--- config.mk ---
export PLATFORM = sky130hd
export DESIGN_NAME = debug_dump_unit
export DESIGN_NICKNAME = d
export VERILOG_FILES = /design/src/rtl/debug_pkg.sv /design/src/rtl/dump_word_serializer.sv /design/src/rtl/debug_dump_unit.sv
export SDC_FILE = /design/constraint.sdc
export NUM_CORES = 1
export LEC_CHECK = 0
export ABC_AREA = 1
export CAP_MARGIN = 20
export CORE_MARGIN = 2
export CORE_UTILIZATION = 53
export CTS_BUF_LIST = sky130_fd_sc_hd__clkbuf_16
export CTS_CLUSTER_DIAMETER = 80
export DETAILED_ROUTE_END_ITERATION = 8
export GPL_TIMING_DRIVEN = 0
export PLACE_DENSITY = 0.82
export SYNTH_ARGS = -nofsm -noshare
export SYNTH_HDL_FRONTEND = slang
export SYNTH_HIERARCHICAL = 1
export SYNTH_SLANG_ARGS = --single-unit
--- constraint.sdc ---
create_clock -name clk -period 2.6 [get_ports clk]
set_input_delay 0.52 -clock clk [delete_from_list [all_inputs] [get_ports clk]]
set_output_delay 0.52 -clock clk [all_outputs]
set_load 0.03 [all_outputs]
--- src/rtl/debug_pkg.sv ---
// Shared types and constants for the debug dump path.
package debug_pkg;

    typedef enum logic [3:0] {
        ST_IDLE,
        ST_HALT,
        ST_HDR,
        ST_PC,
        ST_REG,
        ST_MEM_ADDR,
        ST_MEM_WAIT,
        ST_MEM,
        ST_TRL,
        ST_DONE
    } dump_state_e;

    localparam logic [7:0] FRAME_HDR = 8'hA5;
    localparam logic [7:0] FRAME_TRL = 8'h5A;
    localparam int         GPR_COUNT = 32;

    function automatic logic [31:0] mem_addr(
        input logic [31:0] base,
        input logic [31:0] idx
    );
        return base + (idx << 2);
    endfunction

endpackage

--- src/rtl/dump_word_serializer.sv ---
// Holds one 32-bit word and hands it out MSB-first, one byte
// per valid/ready handshake; a new load overrides any residue.
module dump_word_serializer (
    input  logic        clk,
    input  logic        reset,
    input  logic        load_i,
    input  logic [31:0] word_i,
    input  logic        ready_i,
    output logic        valid_o,
    output logic [7:0]  data_o,
    output logic        last_o,
    output logic        done_o
);

    logic [31:0] shift_q;
    logic [1:0]  cnt_q;
    logic        valid_q;

    always_ff @(posedge clk) begin
        if (reset) begin
            shift_q <= '0;
            cnt_q   <= '0;
            valid_q <= 1'b0;
        end else if (load_i) begin
            shift_q <= word_i;
            cnt_q   <= '0;
            valid_q <= 1'b1;
        end else if (valid_q && ready_i) begin
            if (cnt_q == 2'd3) begin
                valid_q <= 1'b0;
            end else begin
                shift_q <= {shift_q[23:0], 8'h00};
                cnt_q   <= cnt_q + 2'd1;
            end
        end
    end

    assign valid_o = valid_q;
    assign data_o  = valid_q ? shift_q[31:24] : 8'h00;
    assign last_o  = (cnt_q == 2'd3);
    assign done_o  = valid_q && ready_i && last_o;

endmodule

--- src/rtl/debug_dump_unit.sv ---
// Freezes the core and streams PC, GPRs and a memory window
// out as a framed byte stream towards the UART transmitter.
module debug_dump_unit
    import debug_pkg::*;
#(
    parameter logic [31:0] MEM_BASE      = 32'h0000_0000,
    parameter int          NUM_MEM_WORDS = 16,
    parameter int          MEM_LAT       = 1
) (
    input  logic        clk,
    input  logic        reset,
    input  logic        dump_start,
    input  logic [31:0] pc_value,
    output logic [4:0]  reg_sel,
    input  logic [31:0] reg_data,
    output logic        debugMode,
    output logic [31:0] DebugAddress,
    input  logic [31:0] mem_data,
    output logic        cpu_halt,
    output logic [7:0]  tx_data,
    output logic        tx_valid,
    input  logic        tx_ready,
    output logic        dump_busy,
    output logic        dump_done
);

    localparam logic        HAS_MEM   = (NUM_MEM_WORDS != 0);
    localparam logic [31:0] LAST_WORD = 32'(NUM_MEM_WORDS - 1);
    localparam logic [15:0] LAT_LAST  = 16'(MEM_LAT - 1);

    dump_state_e state_q;
    logic        halt_q, dbg_q, busy_q, done_q;
    logic [4:0]  sel_q;
    logic [31:0] addr_q, idx_q;
    logic [15:0] wait_q;
    logic        cvld_q;
    logic [7:0]  cbyte_q;

    logic        ser_load, ser_valid, ser_last, ser_done;
    logic [31:0] ser_word;
    logic [7:0]  ser_data;

    // reg_sel runs one ahead of the word in flight, so the next GPR
    // is already on reg_data when the current word's last byte goes.
    always_comb begin
        ser_load = 1'b0;
        ser_word = reg_data;
        unique case (state_q)
            ST_HDR: begin
                ser_load = cvld_q && tx_ready;
                ser_word = pc_value;
            end
            ST_PC:  ser_load = ser_done;
            ST_REG: ser_load = ser_done && (sel_q != 5'd0);
            ST_MEM_WAIT: begin
                ser_load = (wait_q == LAT_LAST);
                ser_word = mem_data;
            end
            default: ;
        endcase
    end

    always_ff @(posedge clk) begin
        if (reset) begin
            state_q <= ST_IDLE;
            halt_q  <= 1'b0;
            dbg_q   <= 1'b0;
            busy_q  <= 1'b0;
            done_q  <= 1'b0;
            sel_q   <= '0;
            addr_q  <= '0;
            idx_q   <= '0;
            wait_q  <= '0;
            cvld_q  <= 1'b0;
            cbyte_q <= '0;
        end else begin
            done_q <= 1'b0;
            unique case (state_q)
                ST_IDLE: if (dump_start) begin
                    state_q <= ST_HALT;
                    halt_q  <= 1'b1;
                    dbg_q   <= 1'b1;
                    busy_q  <= 1'b1;
                end
                ST_HALT: begin
                    state_q <= ST_HDR;
                    cvld_q  <= 1'b1;
                    cbyte_q <= FRAME_HDR;
                end
                ST_HDR: if (cvld_q && tx_ready) begin
                    cvld_q  <= 1'b0;
                    cbyte_q <= '0;
                    state_q <= ST_PC;
                end
                ST_PC: if (ser_done) begin
                    sel_q   <= 5'd1;
                    state_q <= ST_REG;
                end
                ST_REG: if (ser_done) begin
                    if (sel_q != 5'd0) begin
                        sel_q <= sel_q + 5'd1;
                    end else if (HAS_MEM) begin
                        idx_q   <= '0;
                        state_q <= ST_MEM_ADDR;
                    end else begin
                        cvld_q  <= 1'b1;
                        cbyte_q <= FRAME_TRL;
                        state_q <= ST_TRL;
                    end
                end
                ST_MEM_ADDR: begin
                    addr_q  <= mem_addr(MEM_BASE, idx_q);
                    wait_q  <= '0;
                    state_q <= ST_MEM_WAIT;
                end
                ST_MEM_WAIT: begin
                    if (wait_q == LAT_LAST) state_q <= ST_MEM;
                    else wait_q <= wait_q + 16'd1;
                end
                ST_MEM: if (ser_done) begin
                    if (idx_q == LAST_WORD) begin
                        cvld_q  <= 1'b1;
                        cbyte_q <= FRAME_TRL;
                        state_q <= ST_TRL;
                    end else begin
                        idx_q   <= idx_q + 32'd1;
                        state_q <= ST_MEM_ADDR;
                    end
                end
                ST_TRL: if (cvld_q && tx_ready) begin
                    cvld_q  <= 1'b0;
                    cbyte_q <= '0;
                    done_q  <= 1'b1;
                    state_q <= ST_DONE;
                end
                ST_DONE: begin
                    halt_q  <= 1'b0;
                    dbg_q   <= 1'b0;
                    busy_q  <= 1'b0;
                    state_q <= ST_IDLE;
                end
                default: state_q <= ST_IDLE;
            endcase
        end
    end

    dump_word_serializer u_ser (
        .clk     (clk),
        .reset   (reset),
        .load_i  (ser_load),
        .word_i  (ser_word),
        .ready_i (tx_ready),
        .valid_o (ser_valid),
        .data_o  (ser_data),
        .last_o  (ser_last),
        .done_o  (ser_done)
    );

    assign reg_sel      = sel_q;
    assign debugMode    = dbg_q;
    assign DebugAddress = addr_q;
    assign cpu_halt     = halt_q;
    assign dump_busy    = busy_q;
    assign dump_done    = done_q;
    assign tx_valid     = cvld_q | ser_valid;
    assign tx_data      = cvld_q ? cbyte_q : ser_data;

endmodule

==> metrics.md <==
| Metric | Value |
|---|---|
| Yosys warns | 6 |
| EDFF count, synth | 0 |
| Netlist Area Pre-Place | 7498 sq um |
| Yosys cell types | 43 |
| Area share of the largest cell type after synthesis | 0.3391 |
| Tightest Hold Check Type | flip-flop to flip-flop |
| Core ar. | around 14000 sq um |
| Unrepaired setup endpoints after global routing | no |
| Final Cycle Share | 0.9589 |
| Die Y | approximately 120 microns |
| Die width | roughly 120 microns |
| Register bit total from synthesis | approximately 130 |
| Worst path required time | 2.08 ns |
| Grt ovf | 0 |
| Post-Route WL | roughly 22000 microns |
| Post-Synthesis Cells | roughly 1200 |
| Worst R2R Setup Slack | between 0.2 and 0.3 ns |
| Top_reg_cell synth | dfxtp_1 |
| CTS buffer count | 17 |
| Initial antenna violation count | 0 |
| CTS Sinks | about 130 |
| Die Area | 15120 sq um |
| PortBufs | 147 |
| First DRT Iteration DRCs | 818 |
| Ant diodes | 0 |
| Peak VDD IR | between 0.0005 and 0.0006 V |
| ANT nets after route | 0 |
| Setup Crit Path Kind | flip-flop to output port |
| Final worst slack | around 0.11 ns |
| Cell area after placement | between 9000 and 10000 sq um |
| Setup violations, final | 0 |
| Crit path largest cell delay | about 0.67 ns |
| Worst EP arrival | 1.97 ns |
| Crit path cell chain | buf_2 -> nand2_1 -> inv_1 -> nand2_1 -> nand2_1 -> clkdlybuf4s50_1 |
| I/O pin total | 150 |
| Dpl ws | -0.3450 ns |
| GP Congestion | 0.9574 |
| Htree depth | 4 |
| Via density per instance | 5.216 |
| Tot Pwr | 5838 uW |
| Fin crit period | between 2 and 2.5 ns |
| Drt pass-1 iters | 6 |
| First-pass GRT wire length | between 30000 and 40000 microns |
| Later-pin clock latency in the skew report | between 0.4 and 0.5 ns |
| Final hold vios | 0 |
| Max-slew violation count | 0 |
| Slew HR | 0.5695 |
| Commonest non-fill, non-tap cell in the layout | nand2_1 |
| Run status | finished clean |
| DP HPWL | approximately 17000 microns |
| CTS tree | yes |
| Initial Util | 0.5423 |
| # rows | 43 |
| Worst hold margin | 0.4739 ns |
| Post-synthesis average cell area | 6.086 sq um |
| Most frequent cells in the layout | 406 x nand2_1, 218 x nor2_1, 147 x clkdlybuf4s50_1, 127 x dfxtp_1, 101 x nand3_1 |
| Fmax | about 0.4 GHz |
| Per-cell routed wire length | about 14 microns |
| Post-route cell area | just under 10000 sq um |
| Vias in the first global route | 7471 |
| GRT Resource Usage Total | 0.3001 |
| Clock tree buffer depth | 2 |
| Cts hold-fix bufs | 0 |
| Max FO, Critical Path | 10 |
| Clock skew | 0.009038 ns |
| Clk slew on worst S/H paths | 0.06 ns |
| Critical Path Most Common Cell | nand2_1 |
| Largest net degree at the start of global routing | 17 |
| Share of cells above drive strength 1 | 0.08091 |
| NumNets Final | between 1500 and 2000 |
| Setup tns final | 0 ns |
| Crit end category | output port |
| Root Driver | clkbuf_16 |
| PwrDens | ~600 nW/um^2 |
| Tightest Pin Transition | 0.6457 ns |
| Post-synth top area cell | dfxtp_1 |
| Ys async rst share | 0 |
| Leakage | roughly 0.004 uW |
| DRC violations left | 0 |
| Max_cap viols | 0 |
| Sequential share of the synthesized area | 0.3391 |
| P&R area growth vs syn | 30.10% |
| Synth area leaders | dfxtp_1 34%, nand2_1 20%, nor2_1 11% |
| Slowest CP cell | clkdlybuf4s50_1 |
| Vias | 8289 |
| Worst Setup Start Kind | flip-flop |
| Number of fill cells | between 1000 and 1500 |
==> sequential cells by signal, indices dropped and copies added (netlist names) <==
name           cells
dump_done          1
cvld_q             1
state_q            4
reg_sel            5
u_ser/cnt_q        2
idx_q             32
dump_busy          1
DebugAddress      30
u_ser/valid_o      1
u_ser/shift_q     32
wait_q            16
cbyte_q            2
==> Yosys cell counts, types with 8 or more instances <==
library cell / count
nand3_1: 101
nor2_1: 219
inv_1: 82
a21oi_1: 81
a21oi_2: 10
xor2_1: 8
buf_2: 19
nor3_1: 20
clkbuf_1: 14
nand2_2: 12
o21ai_0: 44
nand4_1: 12
inv_2: 13
dfxtp_1: 127
buf_6: 9
nand2_1: 406
==> timing repair <==
item,in CTS,in global routing
buffers inserted,0,0
endpoints found under the setup margin,0,35
gates resized for setup,0,1
==> logic make-up after synthesis <==
logic type / share of synthesized area
simple gates: 0.4365
buf+inv: 0.09478
compound gates: 0.1035
flops: 0.3391
xor+xnor: 0.01402
fa+ha+maj: 0.01168
other cells: 0.0005001
==> critical path: cells and delay by family (launching register included) <==
family	cells	cell delay, ns
flops	1	0.37
buf+inv	3	0.98
simple gates	3	0.19
==> where the power goes <==
group	total, uW	leakage, uW	switching, uW	internal [uW]
Sequential	2110	0.00102	67.3	2040
Clock	2310	0.000279	846	1460
Combinational	1420	0.00270	870	554
==> worst paths after layout <==
path                              start                             end  depth (start not counted)
min             cbyte_q[5]$_SDFFE_PP0P_         cbyte_q[5]$_SDFFE_PP0P_                          2
max          u_ser/valid_o$_SDFFE_PP0P_                      tx_data[6]                          6
min reg2reg     cbyte_q[5]$_SDFFE_PP0P_         cbyte_q[5]$_SDFFE_PP0P_                          2
max reg2reg  u_ser/valid_o$_SDFFE_PP0P_  u_ser/shift_q[30]$_SDFFE_PP0P_                         11
==> per-layer routing <==
| layer | track usage | vias up | share of wire |
|---|---|---|---|
| li1 | - | 4220 | - |
| met1 | 0.4050 | 3741 | 0.46 |
| met2 | 0.4910 | 302 | 0.46 |
| met3 | 0.04613 | 26 | 0.071 |
| met4 | 0.09914 | 0 | 0.014 |
| met5 | 0 | - | 0 |
==> stage by stage <==
| stage | instances | utilization |
|---|---|---|
| after floorplan | 1233 | - |
| after global placement | 1560 | 0.6653 |
| after detailed placement | 1560 | 0.6653 |
| after CTS | 1589 | 0.7054 |
| after global routing | 1589 | 0.7055 |
| final | 1589 | 0.7055 |
==> final cells by class <==
cell class,instances,area (sq um),area share
Tap cell,180,225.2,0.02309
Multi-Input combinational cell,953,4252,0.4358
Sequential cell,127,2542,0.2606
Buffer,54,332.8,0.03412
Clock buffer,17,425.4,0.04361
Clock inverter,12,128.9,0.01321
Inverter,99,377.9,0.03873
Timing Repair Buffer,147,1471,0.1508
Note: power is estimated with default switching activity, not from simulation.
